$ cat src/rtl/vision_decision_if.sv
// Frame-in / decision-out bundle for vision_decision.
// The source side (camera front-end or bench) uses the master modport; the
// decision block uses the slave modport.
interface vision_decision_if;
  // Per-frame 3x3 blob occupancy, bit n = quadrant n, row-major, 0 at top-left
  logic [8:0] quadrants_in;
  // Level-style frame strobe; quadrants_in is stable while it is high
  logic       quadrants_valid_in;
  // Committed lane: 0=left, 1=center, 2=right
  logic [1:0] lane;
  // High while a lane is committed
  logic       lane_valid;
  // One-cycle jump pulse
  logic       jump;
  // One-cycle pulse per processed frame
  logic       update;

  modport master (
    output quadrants_in,
    output quadrants_valid_in,
    input  lane,
    input  lane_valid,
    input  jump,
    input  update
  );

  modport slave (
    input  quadrants_in,
    input  quadrants_valid_in,
    output lane,
    output lane_valid,
    output jump,
    output update
  );
endinterface

$ cat src/rtl/vision_decision.sv
// Lane tracker / jump detector fed by per-frame 3x3 quadrant occupancy.
// A frame is consumed on the rising edge of quadrants_valid_in; all results
// for that frame appear one cycle later, together with a one-cycle update.
// A lane candidate must persist STABLE_FRAMES frames before it is committed,
// LOST_FRAMES empty frames drop tracking, and a top-row-only blob edge fires
// a jump pulse subject to a JUMP_COOLDOWN frame hold-off.
module vision_decision #(
  parameter int unsigned STABLE_FRAMES = 3,
  parameter int unsigned LOST_FRAMES   = 8,
  parameter int unsigned JUMP_COOLDOWN = 4
) (
  input logic              pixel_clock_in,
  input logic              reset_n_in,
  vision_decision_if.slave vd_bus
);

  localparam logic [3:0] StableCnt   = 4'(STABLE_FRAMES);
  localparam logic [3:0] LostCnt     = 4'(LOST_FRAMES);
  localparam logic [3:0] CooldownCnt = 4'(JUMP_COOLDOWN);

  typedef enum logic [0:0] {StIdle, StTrack} state_e;

  // State and registered outputs
  state_e     r_state;
  logic       r_valid_d;
  logic [1:0] r_lane;
  logic [3:0] r_pend_lane;
  logic [3:0] r_pend_cnt;
  logic [3:0] r_empty_cnt;
  logic       r_jump_prev;
  logic [3:0] r_cooldown;
  logic       r_jump;
  logic       r_update;

  // Frame decode
  logic [8:0] w_q;
  logic       w_event;
  logic [2:0] w_col;
  logic       w_empty;
  logic [1:0] w_left;
  logic [1:0] w_right;
  logic [2:0] w_sum;
  logic [1:0] w_cand;
  logic       w_jump_cond;

  // Next-state values, applied only on a frame event
  logic [3:0] w_pend_lane_nxt;
  logic [3:0] w_pend_cnt_upd;
  logic [3:0] w_pend_cnt_nxt;
  logic [3:0] w_empty_cnt_nxt;
  logic       w_commit;
  logic       w_lost;
  logic       w_jump_fire;
  logic [3:0] w_cooldown_nxt;

  assign w_q     = vd_bus.quadrants_in;
  // Only the first cycle of each valid assertion counts as a frame
  assign w_event = vd_bus.quadrants_valid_in & ~r_valid_d;

  // Column occupancy and lane candidate from outermost occupied columns
  always_comb begin
    w_col[0] = w_q[0] | w_q[3] | w_q[6];
    w_col[1] = w_q[1] | w_q[4] | w_q[7];
    w_col[2] = w_q[2] | w_q[5] | w_q[8];
    w_empty  = (w_col == 3'b000);

    if (w_col[0])      w_left = 2'd0;
    else if (w_col[1]) w_left = 2'd1;
    else               w_left = 2'd2;

    if (w_col[2])      w_right = 2'd2;
    else if (w_col[1]) w_right = 2'd1;
    else               w_right = 2'd0;

    w_sum  = {1'b0, w_left} + {1'b0, w_right};
    w_cand = w_sum[2:1];

    // Blob in the top row with nothing in the bottom row
    w_jump_cond = (w_q[2:0] != 3'b000) && (w_q[8:6] == 3'b000);
  end

  // Candidate filter, loss counter and jump/cooldown next-state
  always_comb begin
    w_pend_lane_nxt = r_pend_lane;
    w_pend_cnt_upd  = r_pend_cnt;
    w_pend_cnt_nxt  = r_pend_cnt;
    w_empty_cnt_nxt = r_empty_cnt;
    w_commit        = 1'b0;
    w_lost          = 1'b0;

    if (w_empty) begin
      w_empty_cnt_nxt = (r_empty_cnt == 4'hF) ? r_empty_cnt : r_empty_cnt + 4'd1;
      w_pend_cnt_nxt  = 4'd0;
      w_lost          = (r_state == StTrack) && (w_empty_cnt_nxt >= LostCnt);
    end else begin
      w_empty_cnt_nxt = 4'd0;
      if ((r_state == StTrack) && (w_cand == r_lane)) begin
        // Current lane confirmed again: abandon any pending switch
        w_pend_cnt_upd = 4'd0;
      end else if ({2'b00, w_cand} == r_pend_lane) begin
        w_pend_cnt_upd = (r_pend_cnt == 4'hF) ? r_pend_cnt : r_pend_cnt + 4'd1;
      end else begin
        w_pend_lane_nxt = {2'b00, w_cand};
        w_pend_cnt_upd  = 4'd1;
      end

      if (w_pend_cnt_upd == StableCnt) begin
        w_commit       = 1'b1;
        w_pend_cnt_nxt = 4'd0;
      end else begin
        w_pend_cnt_nxt = w_pend_cnt_upd;
      end
    end

    // A jump counts while tracking or on the frame that starts tracking
    w_jump_fire = w_jump_cond && !r_jump_prev && (r_cooldown == 4'd0) &&
                  ((r_state == StTrack) || w_commit);

    if (w_jump_fire)              w_cooldown_nxt = CooldownCnt;
    else if (r_cooldown != 4'd0)  w_cooldown_nxt = r_cooldown - 4'd1;
    else                          w_cooldown_nxt = 4'd0;
  end

  // Tracking FSM and all registered state; changes only on frame events
  always_ff @(posedge pixel_clock_in) begin
    if (!reset_n_in) begin
      r_state     <= StIdle;
      // Held high so a strobe already asserted at reset release is ignored
      r_valid_d   <= 1'b1;
      r_lane      <= 2'd1;
      r_pend_lane <= 4'd0;
      r_pend_cnt  <= 4'd0;
      r_empty_cnt <= 4'd0;
      r_jump_prev <= 1'b0;
      r_cooldown  <= 4'd0;
      r_jump      <= 1'b0;
      r_update    <= 1'b0;
    end else begin
      r_valid_d <= vd_bus.quadrants_valid_in;
      r_update  <= w_event;
      r_jump    <= w_event & w_jump_fire;

      if (w_event) begin
        r_pend_lane <= w_pend_lane_nxt;
        r_pend_cnt  <= w_pend_cnt_nxt;
        r_empty_cnt <= w_empty_cnt_nxt;
        r_jump_prev <= w_jump_cond;
        r_cooldown  <= w_cooldown_nxt;

        if (w_commit) begin
          r_lane <= w_pend_lane_nxt[1:0];
        end

        unique case (r_state)
          StIdle: begin
            if (w_commit) r_state <= StTrack;
          end
          StTrack: begin
            // Lane keeps its last value when tracking is lost
            if (w_lost) r_state <= StIdle;
          end
          default: r_state <= StIdle;
        endcase
      end
    end
  end

  assign vd_bus.lane       = r_lane;
  assign vd_bus.lane_valid = (r_state == StTrack);
  assign vd_bus.jump       = r_jump;
  assign vd_bus.update     = r_update;

endmodule

$ cat src/flat_wrapper.sv
// flat-port wrapper written by rule: the top's interface ports become plain ports
module vision_decision_flat 
#(
  parameter int unsigned STABLE_FRAMES = 3,
  parameter int unsigned LOST_FRAMES   = 8,
  parameter int unsigned JUMP_COOLDOWN = 4
)
  (pixel_clock_in, reset_n_in, vd_bus_quadrants_in, vd_bus_quadrants_valid_in, vd_bus_lane, vd_bus_lane_valid, vd_bus_jump, vd_bus_update);
  vision_decision_if vd_bus_i ();
  input logic pixel_clock_in;
  input logic reset_n_in;
  input wire logic [$bits(vd_bus_i.quadrants_in)-1:0] vd_bus_quadrants_in;
  input wire logic [$bits(vd_bus_i.quadrants_valid_in)-1:0] vd_bus_quadrants_valid_in;
  output wire logic [$bits(vd_bus_i.lane)-1:0] vd_bus_lane;
  output wire logic [$bits(vd_bus_i.lane_valid)-1:0] vd_bus_lane_valid;
  output wire logic [$bits(vd_bus_i.jump)-1:0] vd_bus_jump;
  output wire logic [$bits(vd_bus_i.update)-1:0] vd_bus_update;
  assign vd_bus_i.quadrants_in = vd_bus_quadrants_in;
  assign vd_bus_i.quadrants_valid_in = vd_bus_quadrants_valid_in;
  assign vd_bus_lane = vd_bus_i.lane;
  assign vd_bus_lane_valid = vd_bus_i.lane_valid;
  assign vd_bus_jump = vd_bus_i.jump;
  assign vd_bus_update = vd_bus_i.update;
  vision_decision #(.STABLE_FRAMES(STABLE_FRAMES), .LOST_FRAMES(LOST_FRAMES), .JUMP_COOLDOWN(JUMP_COOLDOWN)) u_core (.pixel_clock_in(pixel_clock_in), .reset_n_in(reset_n_in), .vd_bus(vd_bus_i));
endmodule
$ cat config.mk
export PLATFORM = sky130hd
export DESIGN_NAME = vision_decision_flat
export DESIGN_NICKNAME = d
export VERILOG_FILES = /design/src/rtl/vision_decision_if.sv /design/src/rtl/vision_decision.sv /design/src/flat_wrapper.sv
export SDC_FILE = /design/constraint.sdc
export NUM_CORES = 1
export LEC_CHECK = 0
export BUFFER_PORTS_ARGS = -buffer_cell sky130_fd_sc_hd__buf_2
export CORE_MARGIN = 3
export CORE_UTILIZATION = 56
export DETAILED_ROUTE_END_ITERATION = 16
export GPL_ROUTABILITY_DRIVEN = 0
export GPL_TIMING_DRIVEN = 0
export PLACE_DENSITY_LB_ADDON = 0.15
export SETUP_SLACK_MARGIN = 0.3
export SYNTH_ARGS = -nofsm -noshare
export SYNTH_HDL_FRONTEND = slang
export SYNTH_SLANG_ARGS = --single-unit
$ cat constraint.sdc
create_clock -name pixel_clock_in -period 3.9 [get_ports pixel_clock_in]
set_input_delay 0.78 -clock pixel_clock_in [delete_from_list [all_inputs] [get_ports pixel_clock_in]]
set_output_delay 0.78 -clock pixel_clock_in [all_outputs]
set_load 0.01 [all_outputs]
[Word-level counts from Yosys, hierarchy flattened]
Index checks and enable logic that the tools add are counted.
Word-level totals
  memories: 0
  word-level logic and storage cells: 67
  memory bits (writable): 0
  flip-flop bits (word level): 21
  ROM bits: 0
  output and inout bits: 5
  bits in latches: 0
Operators by class
  divide/modulo/power cells: 0
  bitwise gates (word level): 10
  add/sub/neg operators: 4
  shifts and indexed selects: 0
  multiplexer cells: 23
  order comparisons: 1
  multipliers: 0
  equal/unequal tests: 5
  reduce and logical (&&, ||, !) cells: 14
Operators with widths (number)
  4-bit two-way mux: 10
  2-bit two-way mux: 6
  4-bit by 1-bit adder with 4-bit output (second input constant): 2
  4-bit equality test (second input constant): 2
  1-bit logical AND: 6
  3-bit zero test: 2
  1-bit two-way mux: 6
  1-bit OR: 6
  2-bit equality test: 2
  4-bit by 2-bit equality test with 1-bit output (second input constant): 1
  4-bit >= comparator (second input constant): 1
  4-bit zero test: 1
  4-bit nonzero test: 1
  4-bit by 1-bit subtractor with 4-bit output (second input constant): 1
  2-bit by 2-bit adder with 3-bit output: 1
  3-bit nonzero test: 1
  1-bit AND: 2
  1-bit NOT: 2
  1-bit one-hot mux with 2 select lines: 1
  2-bit AND reduction: 1
  1-bit zero test: 1
  1-bit logical OR: 1

[Depth between registers and ports, before layout]
  word-level depth: 15
  gate-level depth with buffers: 8
  gate-level depth less buffers: 7

[Worst setup path after synthesis]
OpenSTA, ideal clock, no wires.
  path type: input to register
  start point: in vd_bus_quadrants_in[6]
  end point: reg u_core.r_lane[0], in the netlist u_core.vd_bus.lane[0]
  arrival time: 3.031 ns
  required time: 3.780 ns
  path slack: 0.750 ns
  stages: 7
  path through: or3_1 > nor4_1 > fa_1 > xnor2_1 > nand3_2 > and4_1 > a211o_1
Between the ends
  word-level cells in the longest chain between the ends: 11
  elaborated cells between the ends (all ways): 17
  classes of those cells: add/sub (1); eq/ne (3); mux (9); bitwise (1); reduce/logical (3)
Ends and longest elaborated chain
  start: declaration: RTL line flat_wrapper.sv:12  | input wire logic [$bits(vd_bus_i.quadrants_in)-1:0] vd_bus_quadrants_in;
  1-bit OR (*): RTL line vision_decision.sv:62  | w_col[0] = w_q[0] | w_q[3] | w_q[6];
  2-bit two-way mux: RTL line vision_decision.sv:67  | if (w_col[0]) w_left = 2'd0;
  2-bit by 2-bit adder with 3-bit output: RTL line vision_decision.sv:75  | w_sum = {1'b0, w_left} + {1'b0, w_right};
  2-bit equality test (on tied branches): RTL line vision_decision.sv:100, vision_decision.sv:97
  4-bit two-way mux / 1-bit logical AND (equally long branches): RTL line vision_decision.sv:100, vision_decision.sv:97
  4-bit two-way mux: RTL line vision_decision.sv:97  | if ((r_state == StTrack) && (w_cand == r_lane)) begin
  4-bit two-way mux: RTL line vision_decision.sv:91  | if (w_empty) begin
  4-bit by 2-bit equality test with 1-bit output: RTL line vision_decision.sv:107  | if (w_pend_cnt_upd == StableCnt) begin
  1-bit two-way mux: RTL line vision_decision.sv:107
  1-bit two-way mux: RTL line vision_decision.sv:91
  2-bit AND reduction (no source line)
  end signal: assignment: RTL line vision_decision.sv:151  | r_lane <= w_pend_lane_nxt[1:0];
  end: declaration: RTL line vision_decision.sv:26  | logic [1:0] r_lane;
Every way passes the cells marked *; elsewhere a longest branch is shown, timed or not. The select of a mux whose other input is x is not followed.
A chain may end at the register's enable or synchronous reset.

[Final worst setup path]
Same ends and word-level chain as after synthesis.

==> results by group <==
Clock network
  • CTS tree: yes
  • # clock sinks: 21
  • Clk Latency, worst-skew pair: about 310 ps
  • Setup bufs post-CTS: 0
  • CTS H-tree lvls: 1
  • Post-cts sizing count: 0
  • CTS buffer count: 3
  • Worst-path clk slew: 120 ps
  • Post-CTS Hold Buffers: 0
  • CTS Root Cell: clkbuf_4
  • Max clock buf depth: 2

Power and ir drop
  • PwrDens: 262.4 nW/µm²
  • Leakage power: 0.5328 nW
  • Worst VDD drop: 0.1603 mV

Worst setup path
  • Element type at the critical path end: register
  • CP Class: in2reg
  • Reg2reg path depth: 5
  • WP data required: about 4100 ps
  • R2r endpoint: u_core.vd_bus.lane[0]
  • Worst r2r src: u_core.r_pend_cnt[0]
  • CP max FO: 8
  • Crit path launch type: input pin
  • Reg2reg setup slack: 2120 ps
  • CP arrival: between 3000 and 4000 ps

Timing
  • Worst slew margin: between 60% and 70%
  • Final setup viols: 0
  • Crit path time final: 3193 ps
  • Measured slew at the worst slew-check pin: between 500 and 600 ps
  • Hold_ws: 479.7 ps
  • Fin Clk Skew: 5.048 ps
  • Final hold violation count: 0
  • Achievable Freq: 0.3132 GHz
  • Final cycle utilization of the critical path: 81.86%
  • Setup TNS: 0 ps
  • RSZ-0062 raised after global routing: false
  • Final Max Tran Viols: 0

Synthesis
  • Synthesized area: 1256 µm²
  • Sequential-to-total area share from yosys stat: 33.47%
  • Post-synth top area share: 33.47%
  • Post-Synthesis Net Count: 169
  • Most numerous cell in the Yosys netlist: dfxtp_1
  • Yosys reg bits: 21
  • Post-synthesis average cell area: 8.265 µm²
  • Ys async rst share: 0%
  • Commonest cells in the synthesized netlist: dfxtp_1 (21), nor2_1 (15), inv_1 (11), a21oi_1 (8)
  • Netlist cell types: 48
  • Ys flop type: dfxtp_1
  • Cells after Synth: 152
  • Synth Warn #: 0
  • Area leader, netlist: dfxtp_1
  • Number of synthesized flops with an enable pin: 0
  • Top cells by area, synth: dfxtp_1 (33%), nor2_1 (4.5%), ha_1 (4.0%), inv_1 (3.3%), a21oi_1 (3.2%)

Global route
  • Vias in the first global route: 1166
  • Total global-route track usage: 24.15%
  • GR Overflow Total: 0
  • Initial antenna violation count: 0
  • Largest net degree at the start of global routing: 13
  • Global-route wire length before repair: 5112 µm

Run
  • Max-Cap Viols: 0

Finish
  • Non-Filler Instances: 199
  • N_diodes: 0
  • Fin util: 68.44%
  • Nets@finish: 190
  • Final Cell Area: approximately 1400 µm²
  • Layout area overhead: 11.25%
  • Layout cells sized above 1: about an eighth

Floorplan
  • Die area: roughly 2800 µm²
  • Row count: 16
  • Die Wd: 53.36 µm
  • Core ar.: approximately 2000 µm²
  • Starting Density: 61.52%
  • Vert. Die Dim: between 50 and 60 µm
  • # IOs: 17

Drt
  • Drt pass-1 iters: 4
  • DR vias: around 1200
  • Post-route ant nets: 0
  • Routed vias/inst: 6.236
  • Total Wirelength: 2885 µm
  • Iteration-0 DRC Markers: 15
  • Drt drc: 0
  • DR WL/cell: 14.50 µm

Worst hold path
  • Min-Delay Path Depth: 1
  • Worst Hold End: u_core.vd_bus.jump
  • Hold Path Class: reg2reg
  • Hold_sp: u_core.r_jump_prev

Placed design
  • Placed Area: between 1000 and 1500 µm²
  • IO buf count: 16
  • DP HPWL: 2190 µm
  • Placed insts: just under 200

Run status
  • Status: finished clean
[cell type report]
| cell class | instances | area, µm² |
|---|---|---|
| multi-input cells | 113 | 764.5 |
| clock buffers | 3 | 22.52 |
| clock inverters | 1 | 5.005 |
| flip-flops and latches | 21 | 420.4 |
| repair buffers | 16 | 80.08 |
| inverters | 11 | 41.29 |
| well taps | 27 | 33.78 |
| plain buffers | 7 | 30.03 |
| fillers | 183 | 644.4 |
[cell usage in the layout (no fill, tap or decap), types with 2 or more instances in the layout]
cell	count
dfxtp_1	21
buf_2	16
nor2_1	15
inv_1	11
a21oi_1	8
nor3_1	7
nand2_1	7
clkbuf_1	6
a211oi_1	5
nand3_1	4
o21ai_0	4
ha_1	4
nor4_1	3
nand2b_1	3
mux2i_1	3
a31o_1	3
a21boi_0	3
clkbuf_4	3
or3_1	2
xor2_1	2
xnor2_1	2
o2111ai_1	2
nand3b_1	2
nor3b_1	2
a31oi_1	2
o21a_1	2
o21ai_1	2
and3_1	2
a32oi_1	2
a211o_1	2
o211ai_1	2
[per-stage QoR]
| step | setup WS, ps | power [mW] |
|---|---|---|
| floorplan | 749.7 | 0.2486 |
| global placement | 418.8 | 0.2609 |
| detailed placement | 365.7 | 0.2626 |
| CTS | 701.1 | 0.3684 |
| global route | 451.6 | 0.3838 |
| finish | 707.3 | 0.3668 |
[critical path, cell delays in order]
cell,delay (ps)
buf_2,100
or3_1,380
nor4_1,380
fa_1,570
xnor2_1,380
nand3_2,250
and4_1,270
a211o_1,280
[cells by family (layout without fill, tap and decap cells)]
kind of cell,Yosys count,count (layout),synth area share (%)
AO/OA/AOI/OAI,45,45,25.90
XOR/XNOR,4,4,2.789
adder cells (fa/ha/maj),5,5,5.578
buffers and inverters,18,38,5.677
flip-flops,21,21,33.47
multiplexers,3,3,2.391
AND/OR/NAND/NOR,56,56,24.20
[per-layer routing]
metal	routed length [µm]	GRT usage, %	vias to the layer above
met5	0	0	-
met4	59	10.21	0
met3	159	2.535	7
met2	1405	41.02	45
met1	1260	30.44	584
li1	-	-	605
[report_power, final]
group | total [mW] | leakage, nW | internal [mW] | switching [mW]
sequential | 0.219 | 0.170 | 0.217 | 0.00226
combinational | 0.0399 | 0.345 | 0.0158 | 0.0241
clock | 0.108 | 0.0177 | 0.0383 | 0.0697
[flip-flops by register name, indices dropped and copies added, names as in the netlist]
| signal | flops |
|---|---|
| u_core.r_pend_lane | 2 |
| u_core.vd_bus.jump | 1 |
| u_core.r_valid_d | 1 |
| u_core.r_jump_prev | 1 |
| u_core.vd_bus.update | 1 |
| u_core.vd_bus.lane | 2 |
| u_core.vd_bus.lane_valid | 1 |
| u_core.r_empty_cnt | 4 |
| u_core.r_pend_cnt | 4 |
| u_core.r_cooldown | 4 |
[worst max-delay path by stage]
stage | endpoint | startpoint
final | u_core.vd_bus.lane[0] | vd_bus_quadrants_in[6]
after global routing | u_core.vd_bus.lane[0] | vd_bus_quadrants_in[6]
after CTS | u_core.vd_bus.lane[0] | vd_bus_quadrants_in[6]
after detailed placement | u_core.vd_bus.lane[0] | vd_bus_quadrants_in[6]
after global placement | u_core.vd_bus.lane[0] | vd_bus_quadrants_in[6]
after floorplan | u_core.vd_bus.lane[0] | vd_bus_quadrants_in[6]
(Power assumes the default switching activity.)
